<file path="src/rtl/ahb_lite_decoder_mux.sv">
// AHB-Lite 1-master-to-N-slave address decoder and response multiplexer.
// Includes an internal default slave that answers unmapped transfers with a two-cycle ERROR.
module ahb_lite_decoder_mux #(
  parameter int                       ADDR_W   = 32,
  parameter int                       DATA_W   = 32,
  parameter int                       HRESP_W  = 2,
  parameter int                       NUM_S    = 4,
  parameter logic [NUM_S*ADDR_W-1:0]  S_BASE   = '0,
  parameter logic [NUM_S*ADDR_W-1:0]  S_MASK   = '0,
  parameter int                       ERRCNT_W = 16,
  localparam int                      IDX_W    = $clog2(NUM_S + 1)
) (
  input  logic                      HCLK,
  input  logic                      HRESETn,
  input  logic [ADDR_W-1:0]         HADDR,
  input  logic [1:0]                HTRANS,
  output logic [NUM_S-1:0]          s_HSEL,
  input  logic [NUM_S-1:0]          s_HREADYOUT,
  input  logic [NUM_S*HRESP_W-1:0]  s_HRESP,
  input  logic [NUM_S*DATA_W-1:0]   s_HRDATA,
  output logic                      HREADY,
  output logic [HRESP_W-1:0]        HRESP,
  output logic [DATA_W-1:0]         HRDATA,
  output logic [IDX_W-1:0]          dsel_idx,
  output logic [ERRCNT_W-1:0]       err_cnt
);

  localparam logic [IDX_W-1:0]   DEF_IDX    = IDX_W'(NUM_S);
  localparam logic [1:0]         DS_OKAY    = 2'd0;
  localparam logic [1:0]         DS_ERR1    = 2'd1;
  localparam logic [1:0]         DS_ERR2    = 2'd2;
  localparam logic [HRESP_W-1:0] RESP_OKAY  = HRESP_W'(0);
  localparam logic [HRESP_W-1:0] RESP_ERROR = HRESP_W'(1);

  logic [NUM_S-1:0]    hit_s;
  logic [NUM_S-1:0]    hsel_s;
  logic [IDX_W-1:0]    sel_idx_s;
  logic                unmapped_s;
  logic                err_start_s;
  logic                hready_s;
  logic [HRESP_W-1:0]  hresp_s;
  logic [DATA_W-1:0]   hrdata_s;
  logic [IDX_W-1:0]    dsel_q, dsel_d;
  logic [1:0]          ds_state_q, ds_state_d;
  logic [ERRCNT_W-1:0] err_cnt_q, err_cnt_d;

  // A zero mask disables a slave outright, so it can never claim an address.
  always_comb begin
    hit_s = '0;
    for (int i = 0; i < NUM_S; i++) begin
      hit_s[i] = ((HADDR & S_MASK[i*ADDR_W +: ADDR_W]) ==
                  (S_BASE[i*ADDR_W +: ADDR_W] & S_MASK[i*ADDR_W +: ADDR_W])) &&
                 (S_MASK[i*ADDR_W +: ADDR_W] != '0);
    end
  end

  // Scanning from the top down lets the lowest-index hit win on overlap.
  always_comb begin
    sel_idx_s = DEF_IDX;
    for (int i = NUM_S - 1; i >= 0; i--) begin
      sel_idx_s = hit_s[i] ? IDX_W'(i) : sel_idx_s;
    end
    hsel_s = '0;
    for (int i = 0; i < NUM_S; i++) begin
      hsel_s[i] = (sel_idx_s == IDX_W'(i));
    end
    unmapped_s = (sel_idx_s == DEF_IDX);
  end

  always_comb begin
    hready_s = 1'b1;
    hresp_s  = RESP_OKAY;
    hrdata_s = '0;
    if (dsel_q == DEF_IDX) begin
      hready_s = (ds_state_q != DS_ERR1);
      hresp_s  = (ds_state_q == DS_OKAY) ? RESP_OKAY : RESP_ERROR;
    end else begin
      for (int i = 0; i < NUM_S; i++) begin
        hready_s = (dsel_q == IDX_W'(i)) ? s_HREADYOUT[i] : hready_s;
        hresp_s  = (dsel_q == IDX_W'(i)) ? s_HRESP[i*HRESP_W +: HRESP_W] : hresp_s;
        hrdata_s = (dsel_q == IDX_W'(i)) ? s_HRDATA[i*DATA_W +: DATA_W] : hrdata_s;
      end
    end
  end

  // Only NONSEQ/SEQ to an unmapped address starts an ERROR response; IDLE/BUSY get OKAY.
  always_comb begin
    err_start_s = hready_s && unmapped_s && (HTRANS inside {2'b10, 2'b11});
    ds_state_d  = ds_state_q;
    case (ds_state_q)
      DS_OKAY: ds_state_d = err_start_s ? DS_ERR1 : DS_OKAY;
      DS_ERR1: ds_state_d = DS_ERR2;
      DS_ERR2: ds_state_d = err_start_s ? DS_ERR1 : DS_OKAY;
      default: ds_state_d = DS_OKAY;
    endcase
    err_cnt_d = err_cnt_q;
    if ((ds_state_d == DS_ERR1) && (ds_state_q != DS_ERR1) && (err_cnt_q != '1)) begin
      err_cnt_d = err_cnt_q + ERRCNT_W'(1);
    end else begin
      err_cnt_d = err_cnt_q;
    end
    dsel_d = hready_s ? sel_idx_s : dsel_q;
  end

  always_ff @(posedge HCLK or negedge HRESETn) begin
    if (!HRESETn) begin
      dsel_q     <= DEF_IDX;
      ds_state_q <= DS_OKAY;
      err_cnt_q  <= '0;
    end else begin
      dsel_q     <= dsel_d;
      ds_state_q <= ds_state_d;
      err_cnt_q  <= err_cnt_d;
    end
  end

  assign s_HSEL   = hsel_s;
  assign HREADY   = hready_s;
  assign HRESP    = hresp_s;
  assign HRDATA   = hrdata_s;
  assign dsel_idx = dsel_q;
  assign err_cnt  = err_cnt_q;

endmodule

</file>
<file path="config.mk">
export PLATFORM = sky130hd
export DESIGN_NAME = ahb_lite_decoder_mux
export DESIGN_NICKNAME = d
export VERILOG_FILES = /design/src/rtl/ahb_lite_decoder_mux.sv
export SDC_FILE = /design/constraint.sdc
export NUM_CORES = 1
export LEC_CHECK = 0
export CAP_MARGIN = 30
export CORE_AREA = 2 2 90 92
export CTS_CLUSTER_SIZE = 10
export DETAILED_ROUTE_END_ITERATION = 10
export DIE_AREA = 0 0 92 94
export PLACE_DENSITY = 0.77
export SLEW_MARGIN = 20
export SYNTH_ARGS = -nofsm -noshare
export SYNTH_HDL_FRONTEND = slang
export SYNTH_SLANG_ARGS = --single-unit
</file>
<file path="constraint.sdc">
create_clock -name HCLK -period 4.2 [get_ports HCLK]
set_input_delay 0.42 -clock HCLK [delete_from_list [all_inputs] [get_ports HCLK]]
set_output_delay 0.42 -clock HCLK [all_outputs]
set_load 0.01 [all_outputs]
</file>
# ---- Word-level counts from Yosys, hierarchy flattened
# Index checks and enable logic that the tools add are counted.
dict set report word_totals {
  reg_bits 18
  in_bits 176
  output_inout_bits 58
  wordCells 19
}
dict set report op_classes {
  n_addsub 1
  reduce_logical 6
  n_mux 3
  n_eq_ne 7
}
# operator n
set op_table {}
lappend op_table {{$add A16 B1 Y16 const B} 1}
lappend op_table {{$ne A16 B16 Y1 const B} 1}
lappend op_table {{$eq A2 B2 Y1 const B} 3}
lappend op_table {{$eq A2 B1 Y1 const B} 2}
lappend op_table {{$pmux W2 S2} 1}
lappend op_table {{$logic_and A1 B1 Y1} 3}
lappend op_table {{$logic_not A2 Y1} 1}
lappend op_table {{$mux W1} 2}
lappend op_table {{$ne A2 B1 Y1 const B} 1}
lappend op_table {{$reduce_bool A2 Y1} 1}
lappend op_table {{$reduce_or A2 Y1} 1}

# ---- Logic depth before layout (Yosys ltp)
dict set report logic_depth {
  word_depth 8
  ltp_mapped 6
  depth_no_buf 5
}

# ---- Least setup slack after synthesis
# Ideal clock, no wire load.
dict set report synth_timing {
  kind {register to register}
  start {register err_cnt_q[0] (netlist: err_cnt[0])}
  end {register err_cnt_q[1] (netlist: err_cnt[1])}
  synth_period_minus_slack_ps 1854
  setup_ps 125
  required_ps 4075
  setup_slack_ps 2346
  path_stages_with_launch 7
  n_path_buf 1
  arrival_time_ps 1729
  path_cell_list {dfrtp_1 > ha_1 > nand3_1 > or3b_1 > buf_6 > o21a_4 > mux2_4}
}
dict set report synth_between {
  elab_chain_cells 2
  elab_cells_between_ends 3
  cone_classes {1 x add/sub; 1 x eq/ne; 1 x reduce/logical}
}
# item line
set synth_lines {}
lappend synth_lines {{from (decl)} 45} ;# logic [ERRCNT_W-1:0] err_cnt_q, err_cnt_d;
lappend synth_lines {{from (signal assigned)} 113} ;# err_cnt_q <= err_cnt_d;
lappend synth_lines {{parallel branches: the longest is 2 deep, another holds $add A16 B1 Y16} n/a}
# Several ways; the timed one is not identified.
# A chain may end at the register's enable or synchronous reset.

# ---- Final worst setup path
# Same ends and word-level chain as after synthesis.

==> run summary <==
1st-pass router iterations -> 4
Syn. warnings -> 0
Clk pwr share -> 25.2%
First-pass GRT wire length -> 3480 µm
Count leader, synth -> buf_4
Sequential cell area -> 450 µm²
Rows -> 32
GPL Wtd Cong -> 0.711
# Max-Cap Violations -> 0
Main synth FF type -> dfrtp_1
Post-synth design cell area -> 1180 µm²
Worst min path class -> reg2reg
IO Pins -> 234
Setup Skew -> 4.65 ps
Final wirelength -> 2210 µm
Global Route Usage Sum -> 5.13%
Hold slack -> 510 ps
Overall power -> 551 µW
H-tree depth -> 1
Drt first-iter violations -> 65
Crit start category -> flip-flop
Share of layout cells above drive strength 1 -> 8.03%
CTS buffer count -> 3
Initial Utilization -> 15.5%
Final TNS setup -> 0 ps
Number of fill cells in the layout -> 845
Remaining DRCs -> 0
CORE AREA -> 7610 µm²
Cell Int Power -> 380 µW
Root Buffer -> clkbuf_8
CP Cell Sequence -> ha_1 > nand3_1 > or3b_1 > o21a_4 > mux2_4
CTS tree -> built
Final Cycle Share -> 46.9%
CTS Hold Bufs -> 0
Slowest cell delay on critical path -> 530 ps
Via/cell ratio -> 3.13
Netlist cell types -> 30
Vias in the first global route -> 675
Area delta synth->final -> 17.9%
Share of power burned in combinational logic -> 30.6%
Worst IR Drop VDD -> 0.130 mV
Synth Instances -> 117
Pwr dens -> 398 nW/µm²
Area leader, netlist -> dfrtp_1
Die X -> 92 µm
Net Switching -> 171 µW
Yosys top cell area share -> 38.3%
Largest net degree at the start of global routing -> 19
Post-layout minimum cycle time -> 1970 ps
Antenna Violating Nets Remaining -> 0
Mapped Avg Cell Area -> 10.1 µm²
Fmax -> 508 MHz
Sequential group share of total power -> 44.2%
Synth top cells by count -> buf_4, dfrtp_1, xnor2_1
Initial antenna violation count -> 0
# Post-CTS Setup Buffers -> 0
Final nets -> 315
Synth Register Bits -> 18
PnR worst setup slack -> 2230 ps
Final Hold Viols -> 0
Die area -> 8650 µm²
WP data required -> 4340 ps
CP Capture Type -> flip-flop
Clk buf depth -> 2
Placed cell area -> 1330 µm²
Sequential area share after synthesis -> 38.3%
Design area -> 1390 µm²
Critical path arrival -> 2110 ps
PortBufs -> 20
Footprint of the multi-input gates -> 546 µm²
FFs w/ async S/R, synth -> 100%
Routed len/inst -> 9.23 µm
Area contributors post-synth -> dfrtp_1, buf_4, xnor2_1, o211ai_1, nand4_1
Clock slew at reported path FFs -> 70 ps
Max Transition Viols Final -> 0
Via count -> 749
Diode count -> 0
CP max stage cell -> or3b_1
RSZ-0062 raised after global routing -> no
Final setup viols -> 0
DP HPWL -> 1770 µm
Rel. slew slack -> 46.4%
Critical path type -> reg2reg
Post-synth EDFFs -> 0
Total congestion overflow -> 0
Die Y -> 94 µm
Leakage -> 0.601 nW
Worst Max-Slew Pin Slew -> 801 ps
Post-CTS Resized -> 0
Clock Sinks -> 18
Pre-CTS WS -> 2160 ps
Status -> finished clean
Switching share of total power -> 31.1%
CP max FO -> 8
Worst skew pair latency -> 250 ps
## power groups by stage
stage	registers, mW	clock network (mW)	logic, mW
finish	0.244	0.139	0.169
global route	0.252	0.149	0.186
CTS	0.245	0.140	0.172
detailed placement	0.248	0	0.172
global placement	0.246	0	0.169
floorplan	0.255	0	0.103
## metal layers
| layer | vias to the layer above | GRT usage (%) | part of all wire (%) |
|---|---|---|---|
| met5 | - | 0 | 0 |
| met4 | 0 | 2.24 | 1.5 |
| met3 | 2 | 1.61 | 8.6 |
| met2 | 42 | 8.03 | 46 |
| met1 | 348 | 6.49 | 44 |
| li1 | 357 | - | - |
## area by class of cell
cell class	instances	share of cell area [%]
multi-input cells	93	39.4
repair buffers	20	14.4
inverters	2	0.542
flip-flops and latches	18	32.5
well taps	102	9.21
clock buffers	4	3.97
## stage by stage
step,cells,util [%]
floorplan,155,-
global placement,235,17.5
detailed placement,235,17.5
CTS,239,18.2
global route,239,18.2
finish,239,18.2
## registers in the layout, summed over array words and instances (netlist names)
signal	count
ds_state_q	2
err_cnt	16
## worst max-delay path, delay by kind of cell, from the launching register on
kind	cells	cell delay, ps
AO/OA/AOI/OAI	1	260
flip-flops	1	400
multiplexers	1	290
AND/OR/NAND/NOR	2	700
adder cells (fa/ha/maj)	1	210
## worst paths after layout
kind	startpoint	end	slack [ps]	cells past startpoint
worst max-delay path	err_cnt[0]	err_cnt[1]	2230	5
worst min register to register	ds_state_q[0]	ds_state_q[1]	510	2
worst min-delay path	ds_state_q[0]	ds_state_q[1]	510	2
worst max register to register	err_cnt[0]	err_cnt[1]	2230	5
min in group asynchronous	HRESETn	ds_state_q[1]	640	1
max in group asynchronous	HRESETn	err_cnt[15]	3070	1
## cells in the final DEF (no fill, tap or decap), types with 3 or more instances in the layout
cell type / instances
clkbuf_8: 4
xnor2_1: 10
nand3_1: 4
clkdlybuf4s50_1: 20
and3_1: 3
conb_1: 40
o211ai_1: 4
nand4_1: 4
dfrtp_1: 18
nand2_1: 5
## cell families (layout without fill, tap and decap cells)
kind of cell	after synthesis	count (layout)	share of synthesized area [%]
AND/OR/NAND/NOR	26	26	13.3
XOR/XNOR	11	11	8.19
multiplexers	3	3	3.19
flip-flops	18	18	38.3
buffers and inverters	44	26	27.4
other	2	40	0.639
AO/OA/AOI/OAI	12	12	7.87
adder cells (fa/ha/maj)	1	1	1.06
Power figures use the tool's default switching activity.
